File: config.mk
export PLATFORM = sky130hd
export DESIGN_NAME = alu8_sequencer
export DESIGN_NICKNAME = d
export VERILOG_FILES = /design/src/rtl/alu8_sequencer.sv
export SDC_FILE = /design/constraint.sdc
export NUM_CORES = 1
export LEC_CHECK = 0
export CAP_MARGIN = 20
export CORE_AREA = 2 2 66 68
export DETAILED_ROUTE_END_ITERATION = 10
export DIE_AREA = 0 0 68 70
export DONT_BUFFER_PORTS = 1
export HOLD_SLACK_MARGIN = 0.06
export PLACE_DENSITY = 0.75
export SYNTH_ARGS = -nofsm -noshare
export SYNTH_HDL_FRONTEND = slang
export SYNTH_SLANG_ARGS = --single-unit
File: constraint.sdc
create_clock -name clk -period 4 [get_ports clk]
set_input_delay 0.2 -clock clk [delete_from_list [all_inputs] [get_ports clk]]
set_output_delay 0.2 -clock clk [all_outputs]
set_load 0.01 [all_outputs]
File: src/rtl/alu8_sequencer.sv
// Sequences 8-bit add/sub/logic/compare ops over a 4-bit combinational ALU,
// with a carry/borrow fix-up pass on the high nibble when the low nibble needs it.
module alu8_sequencer (
  input  logic       clk,
  input  logic       rst,
  input  logic       req_valid,
  output logic       req_ready,
  input  logic [2:0] req_op,
  input  logic [7:0] req_a,
  input  logic [7:0] req_b,
  output logic [2:0] alu_select,
  output logic       alu_in_c,
  output logic [3:0] alu_in_x,
  output logic [3:0] alu_in_y,
  input  logic [3:0] alu_out_s,
  input  logic       alu_out_c,
  output logic       rsp_valid,
  input  logic       rsp_ready,
  output logic [7:0] rsp_result,
  output logic       rsp_carry,
  output logic       rsp_zero,
  output logic       rsp_overflow
);

  localparam logic [2:0] IDLE = 3'd0;
  localparam logic [2:0] LO   = 3'd1;
  localparam logic [2:0] HI   = 3'd2;
  localparam logic [2:0] FIX  = 3'd3;
  localparam logic [2:0] DONE = 3'd4;

  logic [2:0] state_r, state_nxt_s;
  logic [2:0] op_r;
  logic [7:0] a_r, b_r;
  logic [3:0] r_lo_r, r_hi_r;
  logic       c_lo_r, c_hi_r;
  logic       valid_r, carry_r, zero_r, ovf_r;
  logic [7:0] result_r;

  logic        accept_s, is_add_s, is_sub_s, need_fix_s, load_rsp_s;
  logic        fin_carry_s;
  logic [10:0] rsp_pack_s;

  // Builds {result, carry, zero, overflow} from the final 8-bit sum.
  function automatic logic [10:0] pack_rsp(input logic [2:0] op, input logic a7,
                                           input logic b7, input logic [7:0] r,
                                           input logic carry);
    logic       ovf;
    logic       c;
    logic [7:0] res;
    ovf = 1'b0;
    c   = carry;
    res = r;
    case (op)
      3'b000: ovf = (a7 == b7) && (r[7] != a7);
      3'b001: ovf = (a7 != b7) && (r[7] != a7);
      3'b110: begin
        ovf = (a7 != b7) && (r[7] != a7);
        res = {7'b0000000, r[7] ^ ovf};
      end
      3'b111: begin
        ovf = (a7 != b7) && (r[7] != a7);
        res = {7'b0000000, r == 8'h00};
      end
      default: c = 1'b0;
    endcase
    return {res, c, res == 8'h00, ovf};
  endfunction

  assign accept_s = req_valid && req_ready;
  assign is_add_s = (op_r == 3'b000);
  assign is_sub_s = (op_r == 3'b001) || (op_r == 3'b110) || (op_r == 3'b111);

  // Fix-up decision, final carry and response load strobe.
  always_comb begin
    need_fix_s  = 1'b0;
    fin_carry_s = 1'b0;
    if (is_add_s) begin
      need_fix_s = c_lo_r;
    end else if (is_sub_s) begin
      need_fix_s = !c_lo_r;
    end else begin
      need_fix_s = 1'b0;
    end
    if (state_r == FIX) begin
      fin_carry_s = is_add_s ? (c_hi_r | alu_out_c) : (c_hi_r & alu_out_c);
    end else if (is_add_s || is_sub_s) begin
      fin_carry_s = alu_out_c;
    end else begin
      fin_carry_s = 1'b0;
    end
    load_rsp_s = ((state_r == HI) && !need_fix_s) || (state_r == FIX);
    rsp_pack_s = pack_rsp(op_r, a_r[7], b_r[7], {alu_out_s, r_lo_r}, fin_carry_s);
  end

  // ALU pin drive decoded from the current pass.
  always_comb begin
    alu_select = 3'b000;
    alu_in_c   = 1'b0;
    alu_in_x   = 4'h0;
    alu_in_y   = 4'h0;
    case (state_r)
      LO: begin
        alu_select = is_sub_s ? 3'b001 : op_r;
        alu_in_c   = is_sub_s;
        alu_in_x   = a_r[3:0];
        alu_in_y   = b_r[3:0];
      end
      HI: begin
        alu_select = is_sub_s ? 3'b001 : op_r;
        alu_in_c   = is_sub_s;
        alu_in_x   = a_r[7:4];
        alu_in_y   = b_r[7:4];
      end
      FIX: begin
        alu_select = is_sub_s ? 3'b001 : 3'b000;
        alu_in_c   = is_sub_s;
        alu_in_x   = r_hi_r;
        alu_in_y   = 4'h1;
      end
      default: begin
        alu_select = 3'b000;
        alu_in_c   = 1'b0;
        alu_in_x   = 4'h0;
        alu_in_y   = 4'h0;
      end
    endcase
  end

  // Next-state logic.
  always_comb begin
    state_nxt_s = state_r;
    case (state_r)
      IDLE:    state_nxt_s = accept_s ? LO : IDLE;
      LO:      state_nxt_s = HI;
      HI:      state_nxt_s = need_fix_s ? FIX : DONE;
      FIX:     state_nxt_s = DONE;
      DONE:    state_nxt_s = rsp_ready ? IDLE : DONE;
      default: state_nxt_s = IDLE;
    endcase
  end

  // State register, request latch and per-pass captures.
  always_ff @(posedge clk or posedge rst) begin
    if (rst) begin
      state_r <= IDLE;
      op_r    <= 3'b000;
      a_r     <= 8'h00;
      b_r     <= 8'h00;
      r_lo_r  <= 4'h0;
      r_hi_r  <= 4'h0;
      c_lo_r  <= 1'b0;
      c_hi_r  <= 1'b0;
    end else begin
      state_r <= state_nxt_s;
      if (accept_s) begin
        op_r <= req_op;
        a_r  <= req_a;
        b_r  <= req_b;
      end else if (state_r == LO) begin
        r_lo_r <= alu_out_s;
        c_lo_r <= alu_out_c;
      end else if (state_r == HI || state_r == FIX) begin
        r_hi_r <= alu_out_s;
        c_hi_r <= (state_r == HI) ? alu_out_c : c_hi_r;
      end else begin
        r_lo_r <= r_lo_r;
      end
    end
  end

  // Response registers, loaded together with rsp_valid and held until taken.
  always_ff @(posedge clk or posedge rst) begin
    if (rst) begin
      valid_r  <= 1'b0;
      result_r <= 8'h00;
      carry_r  <= 1'b0;
      zero_r   <= 1'b0;
      ovf_r    <= 1'b0;
    end else if (load_rsp_s) begin
      valid_r                                <= 1'b1;
      {result_r, carry_r, zero_r, ovf_r}     <= rsp_pack_s;
    end else if (valid_r && rsp_ready) begin
      valid_r <= 1'b0;
    end else begin
      valid_r <= valid_r;
    end
  end

  assign req_ready    = (state_r == IDLE) && !rst;
  assign rsp_valid    = valid_r;
  assign rsp_result   = result_r;
  assign rsp_carry    = carry_r;
  assign rsp_zero     = zero_r;
  assign rsp_overflow = ovf_r;

endmodule

Word level (Yosys, flattened, before mapping)
Cells that the tools add are included.
Operators by class
  $add $sub $neg: 0
  multipliers: 0
  div/mod/pow operators: 0
  $lt $le $gt $ge: 0
  equal/unequal tests: 10
  shift-type cells: 0
  multiplexer cells: 20
  bitwise gates (word level): 5
  reductions and logical operators: 26
Operator list (count)
  4-bit case mux with 3 select lines: 2
  8-bit logical NOT: 2
  8-bit case mux with 2 select lines: 1
  3-bit case mux with 5 select lines: 1
  1-bit 2-to-1 mux: 11
  3-bit == test (second input constant): 3
  3-bit 2-to-1 mux: 3
  3-bit by 1-bit == test with 1-bit output (second input constant): 2
  3-bit by 2-bit == test with 1-bit output (second input constant): 2
  1-bit logical AND: 6
  3-bit logical NOT: 2
  3-bit case mux with 2 select lines: 1
  3-bit OR reduction: 2
  1-bit logical OR: 5
  4-bit AND reduction: 1
  4-bit OR reduction: 1
  1-bit logical NOT: 3
  3-bit AND reduction: 1
  1-bit inequality test: 2
  1-bit inverter: 2
  1-bit case mux with 2 select lines: 1
  2-bit AND reduction: 1
  2-bit nonzero test: 1
  2-bit OR reduction: 1
  4 further kinds: 4
Storage, ports and cells
  register bits: 44
  bits in latches: 0
  memory bits (writable): 0
  ROM bits: 0
  bits of input ports: 28
  output and inout bits: 25
  word-level logic and storage cells: 74
  memories: 0

Logic depth before layout (Yosys ltp)
  word-level depth: 9
  mapped depth: 6
  gate-level depth less buffers: 4

Least setup slack after synthesis
No wires, ideal clock.
  path type: flip-flop to flip-flop
  start: register op_r[1]
  end: register carry_r (netlist: rsp_carry)
  setup time: 0.125 ns
  data arrival time: 1.642 ns
  required time: 3.875 ns
  setup slack: 2.233 ns
  stages on the path, launching flop included: 6
  buffers on the path: 1
  period minus slack after synthesis: 1.767 ns
  cells stage by stage: dfrtp_1 buf_6 or4b_4 a31oi_4 nor2_4 mux2_4
Between the ends
  cells in the longest elaborated chain, start to end: 8
  elaborated cells on any way between the ends: 17
  those cells by class: 3 x eq/ne; 6 x mux; 8 x reduce/logical
RTL lines
  start, declared: line 32  | logic [2:0] op_r;
  start signal, assigned: line 156  | op_r <= req_op;
  3-bit by 1-bit == test with 1-bit output / 3-bit == test (equally long branches): line 53, 71
  1-bit logical OR (2 in a row): line 71  | assign is_sub_s = (op_r == 3'b001) || (op_r == 3'b110) || (op_r == 3'b111);
  1-bit 2-to-1 mux: line 79  | end else if (is_sub_s) begin
  1-bit 2-to-1 mux: line 77  | if (is_add_s) begin
  1-bit logical NOT: line 91  | load_rsp_s = ((state_r == HI) && !need_fix_s) || (state_r == FIX);
  1-bit logical AND: line 91
  1-bit logical OR: line 91
  end signal, assigned: line 181  | {result_r, carry_r, zero_r, ovf_r} <= rsp_pack_s;
  end, declared: line 36  | logic valid_r, carry_r, zero_r, ovf_r;
Parallel ways exist; a longest one is shown, timed or not.
A chain may end at the register's enable or synchronous reset.

Worst setup path after layout
  start: register state_r[0]
  end: register b_r[7]
Between the ends
  cells in the longest elaborated chain, start to end: 3
RTL lines
  start, declared: line 31  | logic [2:0] state_r, state_nxt_s;
  start signal, assigned: line 154  | state_r <= state_nxt_s;
  3-bit logical NOT: line 189  | assign req_ready = (state_r == IDLE) && !rst;
  1-bit logical AND: line 189
  via req_ready: line 7  | output logic req_ready,
  1-bit logical AND: line 69  | assign accept_s = req_valid && req_ready;
  end signal, assigned: line 158  | b_r <= req_b;
  end, declared: line 33  | logic [7:0] a_r, b_r;
The timed path passes the listed nets, and every way through them passes these cells.

==> impl_metrics.env <==
export IMPL_grt_pass1_vias=1606
export IMPL_max_slew_worst_pin_slew_ps=912
export IMPL_fin_cells=261
export IMPL_grt_overflow=0
export IMPL_use_met3_pct=6.76
export IMPL_synth_cell_types=39
export IMPL_max_freq_ghz=0.407
export IMPL_worst_setup_path_type="reg2reg"
export IMPL_irDropWorstVdd_mv=0.494
export IMPL_drc=0
export IMPL_final_common_cell="dfrtp_1"
export IMPL_cts_buffer_depth=2
export IMPL_row_count=24
export IMPL_fin_ws_ps=1540
export IMPL_initial_utilization_pct=52.1
export IMPL_max_slew_margin_rel_pct=39.2
export IMPL_preCtsSetupSlack_ps=1560
export IMPL_firstDrtPassIters=4
export IMPL_gp_congestion=0.853
export IMPL_synthCells=191
export IMPL_ant_nets=0
export IMPL_routedWlPerCell_um=17.4
export IMPL_fp_dieH_um=70
export IMPL_fill_cells=327
export IMPL_power_leakage_nw=1.05
export IMPL_clk_pin_slew_worst_paths_ps=80
export IMPL_io_pins=53
export IMPL_portBuffers=0
export IMPL_ys_ff_latch=44
export IMPL_ctsHtreeMaxLevel=2
export IMPL_hpwlAfterDp_mm=3.08
export IMPL_synth_flop_cell="dfrtp_1"
export IMPL_grt_usage_pct=21.4
export IMPL_final_cell_mix="44 x dfrtp_1, 32 x mux2_2, 24 x dlygate4sd3_1"
export IMPL_cts_resized=0
export IMPL_fin_crit_sh_pct=61.5
export IMPL_synth_area_mm2=0.00216
export IMPL_ff2ff_path_depth=3
export IMPL_drt_wl_total_mm=4.53
export IMPL_skew_ps=7.11
export IMPL_busiest_layer="met2"
export IMPL_required_ps=4180
export IMPL_fp_dieArea_mm2=0.00476
export IMPL_setup_viol=0
export IMPL_clkLatencyLatePin_ps=290
export IMPL_drive_gt1_share_pct=23.0
export IMPL_finalSetupTns_ps=0
export IMPL_die_w_um=68
export IMPL_coreArea_mm2=0.00414
export IMPL_cts_setup_buffers=0
export IMPL_first_iter_violations=61
export IMPL_grt_max_degree=45
export IMPL_cts_buffers=5
export IMPL_fin_area_mm2=0.00249
export IMPL_synthToLayoutAreaGrowth_pct=15.2
export IMPL_yosys_warnings=0
export IMPL_synth_edf_count=0
export IMPL_cts_hold_buf=24
export IMPL_worstPathArrival_ps=2640
export IMPL_cts_sinks=44
export IMPL_holdCritPathClass="in2reg"
export IMPL_slew_violations=0
export IMPL_rsz0062_at_grt="false"
export IMPL_hold_viol=0
export IMPL_avgSynthCellArea_um2=11.3
export IMPL_grt_use_met1_pct=27.4
export IMPL_syn_num_nets=219
export IMPL_period_minus_slack_ps=2460
export IMPL_synthArstFlopShare_pct=100
export IMPL_crit_fanout=20
export IMPL_nets=237
export IMPL_max_cap_violations=0
export IMPL_dpl_instance_area_mm2=0.00216
export IMPL_cp_start_kind="flip-flop"
export IMPL_holdPathStages=1
export IMPL_grt_pass1_wl_mm=7.68
export IMPL_gr_usage_met2_pct=33.7
export IMPL_root_buffer="clkbuf_8"
export IMPL_antenna_found_initial=0
export IMPL_status="finished, final reports clean"
export IMPL_dp_cells=230
export IMPL_endpoint_kind="flip-flop"
export IMPL_power_density_mw_per_mm2=777
export IMPL_cts_tree="built"
export IMPL_power_mw=1.93
export IMPL_ys_seq_area_share_pct=51.0
export IMPL_routed_via_density=5.88
export IMPL_diodes=0
export IMPL_vias=1535
area by class of cell:
class | count | area (µm²) | share of cell area, %
clock inverter | 2 | 12.5 | 0.503
sequential | 44 | 1100 | 44.3
multi-input combinational | 127 | 968 | 39.0
timing repair buffer | 25 | 248 | 9.96
clock buffer | 5 | 68.8 | 2.77
tap | 52 | 65.1 | 2.62
inverter | 6 | 22.5 | 0.906
power by group:
group	total, mW	switching (mW)	internal, mW
sequential	0.910	0.248	0.663
combinational	0.758	0.376	0.382
clock	0.264	0.145	0.118
cells by family after synthesis:
logic type	share of synthesized area [%]
AOI/OAI and AO/OA	13.2
xor gates and xnor gates	0.406
buffers and inverters	4.12
DFF	51.0
muxes	18.8
and+or+nand+nor	12.5
synth_stat cells, types with 2 or more instances:
master,n,share of area (%)
a21oi_1,4,0.93
a22oi_1,7,2.4
a31oi_1,2,0.58
buf_2,2,0.46
clkbuf_1,9,1.6
dfrtp_1,44,51
inv_1,6,1.0
mux2_2,32,17
mux2_4,3,2.1
nand2_1,13,2.3
nand2b_1,3,0.87
nor2_1,16,2.8
nor2b_1,3,0.87
nor3_1,2,0.46
nor4_1,2,0.58
nor4b_1,2,0.81
o21ai_0,12,2.8
o31ai_1,6,2.1
o41ai_1,2,0.81
or4b_4,2,1.3
critical path: stages, from the launching register on:
cell and delay (ps):
dfrtp_1 570, nor4_1 650, nand2_1 640, mux2_2 480
state kept, by name, summed over array words and instances, names as in the netlist:
name          cells
a_r               8
rsp_overflow      1
b_r               8
r_hi_r            4
rsp_carry         1
rsp_valid         1
rsp_result        8
rsp_zero          1
op_r              3
r_lo_r            4
c_hi_r            1
c_lo_r            1
state_r           3
layer usage:
metal	share of wire [%]	vias up
met4	2.0	0
met2	49	66
li1	-	719
met5	0	-
met1	40	740
met3	8.6	10
metrics by stage:
stage	utilization [%]	hold WS, ps
floorplan	-	334
global placement	52.2	242
detailed placement	52.2	248
CTS	60.0	62.7
global route	60.0	62.6
finish	60.0	66.8
path summary, 6_finish.rpt:
| kind | startpoint | end | slack, ps |
|---|---|---|---|
| setup / recovery | state_r[0] | b_r[7] | 1540 |
| hold / removal | req_a[3] | a_r[3] | 70 |
| setup reg to reg | state_r[0] | b_r[7] | 1540 |
| hold reg to reg | r_hi_r[2] | r_hi_r[2] | 510 |
| max in group asynchronous | rst | r_hi_r[2] | 3140 |
| min in group asynchronous | rst | c_hi_r | 490 |
(Power assumes the default switching activity.)
